**config.mk**
```make
export PLATFORM = sky130hd
export DESIGN_NAME = digit_serial_adder
export DESIGN_NICKNAME = d
export VERILOG_FILES = /design/src/rtl/digit_serial_adder.sv
export SDC_FILE = /design/constraint.sdc
export NUM_CORES = 1
export LEC_CHECK = 0
export ABC_AREA = 1
export CORE_MARGIN = 5
export CORE_UTILIZATION = 35
export DETAILED_ROUTE_END_ITERATION = 7
export REMOVE_ABC_BUFFERS = 1
export SYNTH_ARGS = -nofsm -noshare
export SYNTH_HDL_FRONTEND = slang
export SYNTH_SLANG_ARGS = --single-unit
```
**constraint.sdc**
```tcl
create_clock -name clk_in -period 2.85 [get_ports clk_in]
set_input_delay 0.285 -clock clk_in [delete_from_list [all_inputs] [get_ports clk_in]]
set_output_delay 0.285 -clock clk_in [all_outputs]
set_load 0.005 [all_outputs]
```
**src/rtl/digit_serial_adder.sv**
```systemverilog
// Digit-serial adder: adds two WIDTH-bit operands DIGIT bits per clock through one carry register.
// Optional subtract mode enabled by defining DIGIT_SERIAL_ADDER_SUB_EN (adds port sub_in).
module digit_serial_adder #(
  parameter int unsigned WIDTH = 16,
  parameter int unsigned DIGIT = 4
) (
  input  logic             clk_in,
  input  logic             rst_in,
  input  logic             start_in,
  input  logic [WIDTH-1:0] a_in,
  input  logic [WIDTH-1:0] b_in,
  input  logic             c_in,
`ifdef DIGIT_SERIAL_ADDER_SUB_EN
  input  logic             sub_in,
`endif
  output logic             busy_out,
  output logic             done_out,
  output logic [WIDTH-1:0] sum_out,
  output logic             carry_out
);

  localparam int unsigned N     = WIDTH / DIGIT;
  localparam int unsigned CNT_W = (N > 1) ? $clog2(N) : 1;
  localparam logic [CNT_W-1:0] LAST_DIGIT = CNT_W'(N - 1);

  typedef enum logic [1:0] {
    IDLE = 2'd0,
    RUN  = 2'd1,
    DONE = 2'd2
  } state_t;

  state_t           state;
  logic [WIDTH-1:0] a_sh;
  logic [WIDTH-1:0] b_sh;
  logic [WIDTH-1:0] part_q;
  logic             carry_q;
  logic             sub_q;
  logic [CNT_W-1:0] cnt;

  logic             sub_req;
  logic [DIGIT-1:0] b_digit;
  logic [DIGIT:0]   digit_sum;
  logic [WIDTH-1:0] part_nxt;

`ifdef DIGIT_SERIAL_ADDER_SUB_EN
  assign sub_req = sub_in;
`else
  assign sub_req = 1'b0;
`endif

  // One digit of the ripple: subtract inverts B, the seeded carry supplies the +1.
  always_comb begin
    b_digit   = b_sh[DIGIT-1:0] ^ {DIGIT{sub_q}};
    digit_sum = {1'b0, a_sh[DIGIT-1:0]} + {1'b0, b_digit} + {{DIGIT{1'b0}}, carry_q};
    part_nxt  = WIDTH'({digit_sum[DIGIT-1:0], part_q} >> DIGIT);
  end

  always_ff @(posedge clk_in or posedge rst_in) begin
    if (rst_in) begin
      state     <= IDLE;
      a_sh      <= '0;
      b_sh      <= '0;
      part_q    <= '0;
      carry_q   <= 1'b0;
      sub_q     <= 1'b0;
      cnt       <= '0;
      busy_out  <= 1'b0;
      done_out  <= 1'b0;
      sum_out   <= '0;
      carry_out <= 1'b0;
    end else begin
      done_out <= 1'b0;
      case (state)
        IDLE, DONE: begin
          if (start_in) begin
            a_sh     <= a_in;
            b_sh     <= b_in;
            part_q   <= '0;
            sub_q    <= sub_req;
            carry_q  <= sub_req ? 1'b1 : c_in;
            cnt      <= '0;
            busy_out <= 1'b1;
            state    <= RUN;
          end else begin
            state <= IDLE;
          end
        end
        RUN: begin
          a_sh    <= a_sh >> DIGIT;
          b_sh    <= b_sh >> DIGIT;
          part_q  <= part_nxt;
          carry_q <= digit_sum[DIGIT];
          cnt     <= cnt + CNT_W'(1);
          // Result becomes visible only once the final digit lands.
          if (cnt == LAST_DIGIT) begin
            sum_out   <= part_nxt;
            carry_out <= digit_sum[DIGIT];
            done_out  <= 1'b1;
            busy_out  <= 1'b0;
            state     <= DONE;
          end
        end
        default: begin
          busy_out <= 1'b0;
          state    <= IDLE;
        end
      endcase
    end
  end

endmodule

```
==> summary.txt, run 1 <==
Cells and area
  – N_diodes: 0
  – Leading cell types in the layout, fill and taps excluded: dfrtp_1 (68), nand2_1 (60), clkdlybuf4s50_1 (54)
  – Fin cells: 452
  – Area growth, synth to finish: 28.86%
  – Nets@finish: 388
  – Share of layout cells above drive strength 1: 8.000%
  – Most common cell after layout, fill and taps aside: dfrtp_1
  – Fill cells: 767
  – Cell area after layout: 0.003626 sq mm

Power
  – PwrDens: 1188 mW/mm^2
  – Peak supply drop: 0.3156 mV
  – Lkg Pwr: 1.641 nW
  – Overall Power: 4.306 mW

Clock tree
  – Reg clk slew, reported paths: 0.07 ns
  – Clock Sinks: 68
  – Cells resized by post-CTS repair: 0
  – Worst-Skew Late Latency: 0.34 ns
  – Post-CTS setup buffer count: 0
  – Max Buffers Root-to-Sink: 2
  – H-tree depth: 3
  – TritonCTS clock tree: yes
  – Root buf cell: clkbuf_8
  – # hold bufs at CTS: 0
  – Total CTS buffers: 9

Setup path
  – WP data required: 3.13 ns
  – WP data arrival: 2.10 ns
  – Critical path capture point type: register
  – Critical path startpoint category: register
  – Setup CP Type: register to register
  – CP Max Fanout: 33

Floorplan
  – Die height: 99.67 um
  – Initial Util: 36.23%
  – IO Pins: 55
  – Chip Width: 99.67 um
  – Die ar.: 0.009933 sq mm
  – Std cell rows: 32
  – Core area: 0.007767 sq mm

GRT
  – Vias in the first global route: 2103
  – Total congestion overflow: 0
  – Tot GR Track Use: 12.68%
  – Initial antenna violation count: 0
  – Largest net degree at the start of global routing: 37
  – First-pass GRT wire length: 9853 um

Synth
  – Synthesis-stage register bit count: 68
  – Synthesized-area fraction occupied by and/or/nand/nor cells: 17.83%
  – Adder-cell area share of the yosys netlist: 3.201%
  – Multiplexer share of the synthesized area: 0%
  – Synth Area in Compound Gates: 11.29%
  – Combinational family with the most area after synthesis: simple AND/OR/NAND/NOR gates
  – Sequential fraction of the synthesis area: 60.47%
  – YS warnings: 0
  – Syn avg cell area: 9.670 sq um
  – Post-synthesis cell type count: 19
  – Post-synthesis xor/xnor area fraction: 0.3112%
  – Mapped Area: 0.002814 sq mm
  – Cells after Synth: 291

Hold path
  – Worst hold path type: primary input to asynchronous set/reset pin

Drt
  – Post-DRT Antenna Nets: 0
  – Detailed Routing Iterations Pass 1: 4
  – WL final: 6083 um
  – DRT iter0 DRCs: 102
  – Via density per instance: 4.900
  – DRC Markers: 0
  – Total number of vias: 2215
  – Mean routed wirelength per cell: 13.46 um

Timing
  – Max-slew headroom: 61.02%
  – RSZ-0062 raised after global routing: no
  – Fmax: 549.3 MHz
  – Final TNS setup: 0 ns
  – Final Hold Vio Count: 0
  – WHS: 0.2806 ns
  – Finish-stage setup viols: 0
  – Crit share post-route: 63.88%
  – Clock skew: 0.006642 ns
  – Worst Tran Pin Value: 0.5827 ns
  – Min Tclk post-route: 1.821 ns
  – Fin. max-slew vios: 0

Outcome
  – Status: finished clean

Place
  – PortBufs: 54
  – Gpl congestion: 0.7043
  – Placed Cells: 437
  – Post-DP HPWL: 4000 um
  – Placement Cell Area: 0.003423 sq mm

Flow run
  – Max-Cap Viols: 0
==> per-stage QoR <==
step / utilization (%) / worst slack [ns]
after floorplan: - / 0.8535
after global placement: 44.07 / 1.003
after detailed placement: 44.07 / 0.9760
after CTS: 46.68 / 1.006
after global routing: 46.68 / 0.8072
final: 46.68 / 1.029
==> cell families after synthesis <==
| logic type | Yosys count |
|---|---|
| and+or+nand+nor | 120 |
| DFF | 68 |
| AOI/OAI and AO/OA | 55 |
| buffers and inverters | 41 |
| adders and majority gates | 6 |
| xor gates and xnor gates | 1 |
==> final cells by class <==
cell class	instances	area (sq um)	area share (%)
timing repair buffer	59	578.1	15.94
multi-input combinational	182	918.4	25.33
tap	102	127.6	3.520
clock buffer	14	172.7	4.762
clock inverter	1	30.03	0.8282
sequential	68	1702	46.93
inverter	26	97.59	2.692
==> state kept, by name, summed over array words and instances, names as in the netlist <==
register	flops
state	2
b_sh	16
sum_out	16
a_sh	16
carry_out	1
cnt	2
done_out	1
carry_q	1
part_q	12
busy_out	1
==> worst paths after layout <==
check / from / to / slack [ns] / cells past startpoint
setup / recovery: state[1]$_DFFE_PP0P_ / sum_out[14]$_DFFE_PP0P_ / 1.03 / 7
hold / removal: rst_in / sum_out[8]$_DFFE_PP0P_ / 0.28 / 2
setup reg to reg: state[1]$_DFFE_PP0P_ / sum_out[14]$_DFFE_PP0P_ / 1.03 / 7
hold reg to reg: b_sh[12]$_DFFE_PP0P_ / b_sh[12]$_DFFE_PP0P_ / 0.48 / 2
max in group asynchronous: rst_in / a_sh[2]$_DFFE_PP0P_ / 1.87 / 3
min in group clk_in: b_in[13] / b_sh[13]$_DFFE_PP0P_ / 0.47 / 3
==> cell usage after synthesis <==
library cell / number / area (sq um)
o21ai_0: 1 / 5.000
nor2_1: 26 / 97.59
nand2_2: 2 / 12.51
buf_6: 4 / 45.04
buf_2: 8 / 40.04
o21ai_1: 17 / 85.08
fa_1: 2 / 40.04
nand2_1: 60 / 225.2
xor2_1: 1 / 8.760
a21oi_1: 3 / 15.01
nand2_4: 1 / 11.26
dfrtp_1: 68 / 1702
o22ai_1: 34 / 212.7
clkbuf_1: 3 / 11.26
ha_1: 4 / 50.05
inv_1: 20 / 75.07
nor3_1: 24 / 120.1
inv_2: 6 / 22.52
nand3_1: 7 / 35.03
==> routing by layer <==
layer	GRT usage [%]	vias up	share of wire, %
met4	6.723	0	2.7
met3	3.787	14	6.1
met1	16.97	1053	46
met2	18.47	64	45
met5	0	-	0
li1	-	1084	-
==> report_power, final <==
part	leakage (nW)	internal, mW	switching, mW	total (mW)
combinational	0.703	0.788	1.05	1.84
clock	0.103	0.472	0.339	0.811
sequential	0.836	1.42	0.235	1.66
==> critical path, cell delays in order (launching register included) <==
cell	delay (ns)
dfrtp_1	0.38
inv_1	0.07
nand2_2	0.05
inv_2	0.40
nand2_2	0.50
inv_2	0.20
nand2_1	0.08
nand2_1	0.07
Note: power is estimated with default switching activity, not from simulation.
==> run 2: changes to the inputs <==
==> constraint.sdc (replaced) <==
create_clock -name clk_in -period 1.59 [get_ports clk_in]
set_input_delay 0.159 -clock clk_in [delete_from_list [all_inputs] [get_ports clk_in]]
set_output_delay 0.159 -clock clk_in [all_outputs]
set_load 0.005 [all_outputs]
==> summary.txt, run 2 (same netlist as run 1, synthesis figures left out) <==
Setup path
  – R2R depth: 5 (was 7)
  – Worst R2R Setup Slack: -0.006 ns (was 1.03 ns)
  – Biggest cell delay along the critical path: 0.41 ns (was 0.50 ns)
  – CP Cell Sequence: fa_2, fa_2, xor2_2, nand2_1, o21ai_2 (was inv_1, nand2_2, inv_2, nand2_2, inv_2, nand2_1, nand2_1)
  – R2r startpoint: b_sh[0]$_DFFE_PP0P_ (was state[1]$_DFFE_PP0P_)
  – WP data required: 1.83 ns (was 3.13 ns)
  – Critical path startpoint category: register (unchanged)
  – CP Max Fanout: 2 (was 33)
  – Worst path depth: 5 (was 7)
  – Setup CP Type: register to register (unchanged)
  – WP data arrival: 1.84 ns (was 2.10 ns)
  – Critical-path top delay cell: dfrtp_1 (was nand2_2)
  – Crit path buf inv count: 0 (was 3)
  – Cell mode on critical path: fa_2
  – Critical path capture point type: register (unchanged)
  – CP top delay family: adder cells (was simple AND/OR/NAND/NOR gates)
  – Critical path launch point: b_sh[0]$_DFFE_PP0P_ (was state[1]$_DFFE_PP0P_)
  – R2r endpoint: part_q[14]$_DFFE_PP0P_ (was sum_out[14]$_DFFE_PP0P_)
  – CP endpoint: part_q[14]$_DFFE_PP0P_ (was sum_out[14]$_DFFE_PP0P_)

Floorplan
  – Die ar.: 0.009933 sq mm (unchanged)
  – Die height: 99.67 um (unchanged)
  – Chip Width: 99.67 um (unchanged)
  – Core area: 0.007767 sq mm (unchanged)
  – Initial Util: 36.23% (unchanged)
  – IO Pins: 55 (unchanged)
  – Std cell rows: 32 (unchanged)

Cells and area
  – Leading cell types in the layout, fill and taps excluded: dfrtp_1 (68), nand2_1 (59), clkdlybuf4s50_1 (54) (was dfrtp_1 (68), nand2_1 (60), clkdlybuf4s50_1 (54))
  – Top flop regs: a_sh x16, b_sh x16, sum_out x16 (unchanged)
  – Most common cell after layout, fill and taps aside: dfrtp_1 (unchanged)
  – Fill cells: 754 (was 767)
  – Share of layout cells above drive strength 1: 13.57% (was 8.000%)
  – Nets@finish: 398 (was 388)
  – Post-layout util: 48.37% (was 46.68%)
  – N_diodes: 0 (unchanged)
  – Area growth, synth to finish: 33.53% (was 28.86%)

Place
  – Gpl congestion: 0.7811 (was 0.7043)
  – Post-DP HPWL: 4290 um (was 4000 um)
  – PortBufs: 54 (unchanged)
  – Dpl ws: -0.09492 ns (was 0.9760 ns)

GRT
  – Initial antenna violation count: 0 (unchanged)
  – Vias in the first global route: 2334 (was 2103)
  – Largest net degree at the start of global routing: 69 (was 37)
  – Total congestion overflow: 0 (unchanged)
  – Tot GR Track Use: 13.41% (was 12.68%)
  – First-pass GRT wire length: 10590 um (was 9853 um)

Timing
  – Final Hold Vio Count: 0 (unchanged)
  – Worst Tran Pin Value: 0.3862 ns (was 0.5827 ns)
  – Finish-stage setup viols: 2 (was 0)
  – Crit share post-route: 100.4% (was 63.88%)
  – Clock skew: 0.009990 ns (was 0.006642 ns)
  – WHS: 0.2131 ns (was 0.2806 ns)
  – Max-slew headroom: 74.16% (was 61.02%)
  – Fmax: 626.5 MHz (was 549.3 MHz)
  – Fin. max-slew vios: 0 (unchanged)
  – RSZ-0062 raised after global routing: yes (was no)
  – Min Tclk post-route: 1.596 ns (was 1.821 ns)
  – Final TNS setup: -0.007165 ns (was 0 ns)
  – Final worst slack: -0.006080 ns (was 1.029 ns)

Drt
  – Via density per instance: 4.724 (was 4.900)
  – WL final: 6178 um (was 6083 um)
  – Total number of vias: 2187 (was 2215)
  – Post-DRT Antenna Nets: 0 (unchanged)
  – Detailed Routing Iterations Pass 1: 4 (unchanged)
  – DRC Markers: 0 (unchanged)
  – DRT iter0 DRCs: 96 (was 102)
  – Mean routed wirelength per cell: 13.34 um (was 13.46 um)

Power
  – Switch share: 38.44% (was 37.75%)
  – Clock power share: 17.0% (was 18.8%)
  – Overall Power: 8.091 mW (was 4.306 mW)
  – Reg power frac: 36.9% (was 38.4%)
  – P_sw: 3.110 mW (was 1.625 mW)
  – Internal Pwr Total: 4.980 mW (was 2.681 mW)
  – Lkg Pwr: 1.695 nW (was 1.641 nW)
  – Logic pwr share: 46.1% (was 42.7%)
  – PwrDens: 2153 mW/mm^2 (was 1188 mW/mm^2)
  – Peak supply drop: 0.6293 mV (was 0.3156 mV)

Clock tree
  – Worst-Skew Late Latency: 0.35 ns (was 0.34 ns)
  – Reg clk slew, reported paths: 0.07 ns (about the same)
  – H-tree depth: 3 (unchanged)
  – Root buf cell: clkbuf_8 (unchanged)
  – TritonCTS clock tree: yes (unchanged)
  – Total CTS buffers: 9 (unchanged)
  – Max Buffers Root-to-Sink: 2 (unchanged)
  – Clock Sinks: 68 (unchanged)

Hold path
  – Worst hold path type: primary input to asynchronous set/reset pin (unchanged)

Outcome
  – Status: finished, violations left (was finished clean)
  – Failing checks: negative setup slack

Flow run
  – Max-Cap Viols: 0 (unchanged)
run 2: cell types whose count changed in the layout (fill, tap and decap cells not counted), sizes merged:
cell	delta
clkinv	+3
clkinvlp	+3
clkbuf	-5
buf	+10
run 2: power by group through the flow:
stage	sequential (mW)	clock, mW	combinational [mW]
2_1_floorplan	2.92	0	2.15
3_3_place_gp	2.98	0	3.50
3_5_place_dp	3.01	0	3.60
4_1_cts	2.99	1.40	3.66
5_1_grt	3.08	1.46	4.26
6_report	2.99	1.37	3.73
run 2: routing by layer:
layer / up-vias / share of wire (%) / GRT usage [%]
met5: - / 0 / 0
met4: 0 / 1.7 / 5.987
met3: 9 / 5.1 / 2.945
met2: 46 / 46 / 21.04
met1: 1033 / 47 / 17.77
li1: 1099 / - / -
run 2: worst min-delay path by stage:
stage / start / end / slack [ns] / cells after the start
after floorplan: a_in[12] / a_sh[12]$_DFFE_PP0P_ / 0.28 / 2
after global placement: b_sh[13]$_DFFE_PP0P_ / b_sh[13]$_DFFE_PP0P_ / 0.46 / 2
after detailed placement: a_sh[12]$_DFFE_PP0P_ / a_sh[12]$_DFFE_PP0P_ / 0.46 / 2
after CTS: rst_in / sum_out[9]$_DFFE_PP0P_ / 0.24 / 3
after global routing: rst_in / sum_out[4]$_DFFE_PP0P_ / 0.26 / 3
final: rst_in / sum_out[4]$_DFFE_PP0P_ / 0.21 / 3
run 2: metrics by stage:
stage | instances | area, sq um
floorplan | 276 | 2718
global placement | 446 | 3528
detailed placement | 446 | 3528
CTS | 463 | 3732
global route | 463 | 3757
finish | 463 | 3757
run 2: final cells by class:
type	instances	area, sq um	share of cell area, %
sequential	68	1702	45.29
multi-input combinational	182	948.4	25.24
timing repair buffer	69	690.7	18.38
tap	102	127.6	3.397
clock buffer	9	123.9	3.297
inverter	26	97.59	2.597
clock inverter	7	67.56	1.798
run 2: repair_timing:
action,in CTS,in global routing
endpoints found under the setup margin,6,6
buffers inserted,1,0
hold buffers,0,0
resized for setup,3,5
pin swaps,2,4
cloned,0,0
run 2: worst reg2reg max path, delay by kind of cell, from the launching register on:
family | cells | cell delay [ns]
AO/OA/AOI/OAI | 1 | 0.05
adder cells (fa/ha/maj) | 2 | 0.79
XOR/XNOR | 1 | 0.16
AND/OR/NAND/NOR | 1 | 0.08
flip-flops | 1 | 0.41
==> run 3: changes to the inputs <==
--- a/config.mk
+++ b/config.mk
@@ -6,10 +6,12 @@
 export NUM_CORES = 1
 export LEC_CHECK = 0
 export ABC_AREA = 1
+export ABC_CLOCK_PERIOD_IN_PS = 1590
 export CORE_MARGIN = 5
 export CORE_UTILIZATION = 35
 export DETAILED_ROUTE_END_ITERATION = 7
 export REMOVE_ABC_BUFFERS = 1
+export SKIP_CTS_REPAIR_TIMING = 1
 export SYNTH_ARGS = -nofsm -noshare
 export SYNTH_HDL_FRONTEND = slang
 export SYNTH_SLANG_ARGS = --single-unit
==> summary.txt, run 3 (same netlist as run 1, synthesis figures left out) <==
Timing
  – Finish-stage setup viols: 2 (unchanged)
  – Final worst slack: -0.02471 ns (was -0.006080 ns)
  – Min Tclk post-route: 1.615 ns (was 1.596 ns)
  – Final Hold Vio Count: 0 (unchanged)
  – Fin. max-slew vios: 0 (unchanged)
  – Fmax: 619.3 MHz (was 626.5 MHz)
  – RSZ-0062 raised after global routing: yes (unchanged)
  – Worst Tran Pin Value: 0.3889 ns (was 0.3862 ns)
  – Crit share post-route: 101.6% (was 100.4%)
  – Clock skew: 0.01028 ns (was 0.009990 ns)
  – Max-slew headroom: 73.98% (was 74.16%)

Power
  – PwrDens: 2156 mW/mm^2 (was 2153 mW/mm^2)
  – Peak supply drop: 0.6322 mV (was 0.6293 mV)
  – Logic pwr share: 46.2% (was 46.1%)
  – Reg power frac: 36.9% (about the same)
  – Lkg Pwr: 1.695 nW (about the same)
  – Overall Power: 8.102 mW (was 8.091 mW)
  – Switch share: 38.48% (was 38.44%)
  – Internal Pwr Total: 4.984 mW (was 4.980 mW)
  – P_sw: 3.118 mW (was 3.110 mW)
  – Clock power share: 16.9% (was 17.0%)

Cells and area
  – Area growth, synth to finish: 33.53% (unchanged)
  – Most common cell after layout, fill and taps aside: dfrtp_1 (unchanged)
  – Fill cells: 755 (was 754)
  – Fin cells: 463 (unchanged)
  – N_diodes: 0 (unchanged)
  – Share of layout cells above drive strength 1: 13.57% (unchanged)
  – Leading cell types in the layout, fill and taps excluded: dfrtp_1 (68), nand2_1 (59), clkdlybuf4s50_1 (54) (unchanged)
  – Top flop regs: a_sh x16, b_sh x16, sum_out x16 (unchanged)
  – FF+latch area: 0.001702 sq mm (unchanged)
  – Nets@finish: 398 (unchanged)
  – Multi-input logic area: 948.4 sq um (unchanged)

Clock tree
  – H-tree depth: 3 (unchanged)
  – Clock Sinks: 68 (unchanged)
  – Worst-Skew Late Latency: 0.35 ns (about the same)
  – Root buf cell: clkbuf_8 (unchanged)
  – TritonCTS clock tree: yes (unchanged)
  – Max Buffers Root-to-Sink: 2 (unchanged)
  – Total CTS buffers: 9 (unchanged)
  – Reg clk slew, reported paths: 0.07 ns (about the same)

Setup path
  – Crit path buf inv count: 1 (was 0)
  – CP Cell Sequence: fa_2, fa_2, inv_2, o22ai_2 (was fa_2, fa_2, xor2_2, nand2_1, o21ai_2)
  – Critical path capture point type: register (unchanged)
  – R2R depth: 4 (was 5)
  – WP data arrival: 1.89 ns (was 1.84 ns)
  – CP Max Fanout: 2 (unchanged)
  – Critical path startpoint category: register (unchanged)
  – Biggest cell delay along the critical path: 0.54 ns (was 0.41 ns)
  – Critical-path top delay cell: fa_2 (was dfrtp_1)
  – Cell mode on critical path: fa_2 (unchanged)
  – Worst path depth: 4 (was 5)
  – CP top delay family: adder cells (unchanged)
  – Setup CP Type: register to register (unchanged)
  – WP data required: 1.86 ns (was 1.83 ns)

GRT
  – Largest net degree at the start of global routing: 69 (unchanged)
  – Initial antenna violation count: 0 (unchanged)
  – Vias in the first global route: 2325 (was 2334)
  – Tot GR Track Use: 13.39% (was 13.41%)
  – Total congestion overflow: 0 (unchanged)
  – First-pass GRT wire length: 10580 um (was 10590 um)

Place
  – PortBufs: 54 (unchanged)
  – Post-DP HPWL: 4290 um (unchanged)
  – Gpl congestion: 0.7811 (unchanged)
  – Dpl ws: -0.09492 ns (unchanged)
  – Placed Cells: 446 (unchanged)

Floorplan
  – Core area: 0.007767 sq mm (unchanged)
  – Std cell rows: 32 (unchanged)
  – Die height: 99.67 um (unchanged)
  – Initial Util: 36.23% (unchanged)
  – Die ar.: 0.009933 sq mm (unchanged)
  – Chip Width: 99.67 um (unchanged)
  – IO Pins: 55 (unchanged)

Drt
  – Detailed Routing Iterations Pass 1: 4 (unchanged)
  – Post-DRT Antenna Nets: 0 (unchanged)
  – Mean routed wirelength per cell: 13.39 um (was 13.34 um)
  – Total number of vias: 2192 (was 2187)
  – DRT iter0 DRCs: 80 (was 96)
  – WL final: 6199 um (was 6178 um)
  – DRC Markers: 0 (unchanged)
  – Via density per instance: 4.734 (was 4.724)

Outcome
  – Status: finished, violations left (unchanged)
  – Failing checks: negative setup slack (unchanged)

Hold path
  – Worst hold path type: primary input to asynchronous set/reset pin (unchanged)

Flow run
  – Max-Cap Viols: 0 (unchanged)
## run 3: cell counts in the layout (fill, tap and decap cells not counted)
Identical to the previous run, type by type.
## run 3: power by group through the flow
stage	registers, mW	logic, mW	clock network, mW
CTS	2.98	3.61	1.40
finish	2.99	3.74	1.37
global placement	2.98	3.50	0
detailed placement	3.01	3.60	0
floorplan	2.92	2.15	0
global route	3.08	4.26	1.46
## run 3: area by class of cell
| cell class | count | area share, % |
|---|---|---|
| clock buffer | 9 | 3.297 |
| clock inverter | 7 | 1.798 |
| inverter | 26 | 2.597 |
| multi-input combinational | 182 | 25.24 |
| sequential | 68 | 45.29 |
| tap | 102 | 3.397 |
| timing repair buffer | 69 | 18.38 |
## run 3: through the flow
stage	setup TNS, ns	cell area [sq um]	utilization [%]	hold WS [ns]
finish	-0.03114	3757	48.37	0.2147
global route	-0.3028	3757	48.37	0.2625
CTS	-0.5032	3720	47.89	0.2365
detailed placement	-0.3966	3528	45.43	0.4594
global placement	-0.2482	3528	45.43	0.4557
floorplan	-33.27	2718	-	0.2756
## run 3: per-layer routing
layer	part of all wire (%)	vias up	wire (um)	track usage (%)
met5	0	-	0	0
met4	1.7	0	107	5.987
met3	5.3	9	331	2.945
met2	46	51	2834	20.93
met1	47	1033	2925	17.81
li1	-	1099	-	-
## run 3: worst paths after layout
| check | from | to | slack [ns] |
|---|---|---|---|
| max | a_sh[0]$_DFFE_PP0P_ | part_q[13]$_DFFE_PP0P_ | -0.02 |
| min | rst_in | sum_out[4]$_DFFE_PP0P_ | 0.21 |
| max reg2reg | a_sh[0]$_DFFE_PP0P_ | part_q[13]$_DFFE_PP0P_ | -0.02 |
| min reg2reg | cnt[0]$_DFFE_PP0P_ | cnt[0]$_DFFE_PP0P_ | 0.48 |
| max in group asynchronous | rst_in | b_sh[14]$_DFFE_PP0P_ | 1.09 |
| min in group clk_in | b_in[12] | b_sh[12]$_DFFE_PP0P_ | 0.34 |
## run 3: worst reg2reg max path, cell delays in order, from the launching register on
cell	delay (ns)
dfrtp_1	0.41
fa_2	0.41
fa_2	0.54
inv_2	0.04
o22ai_2	0.14
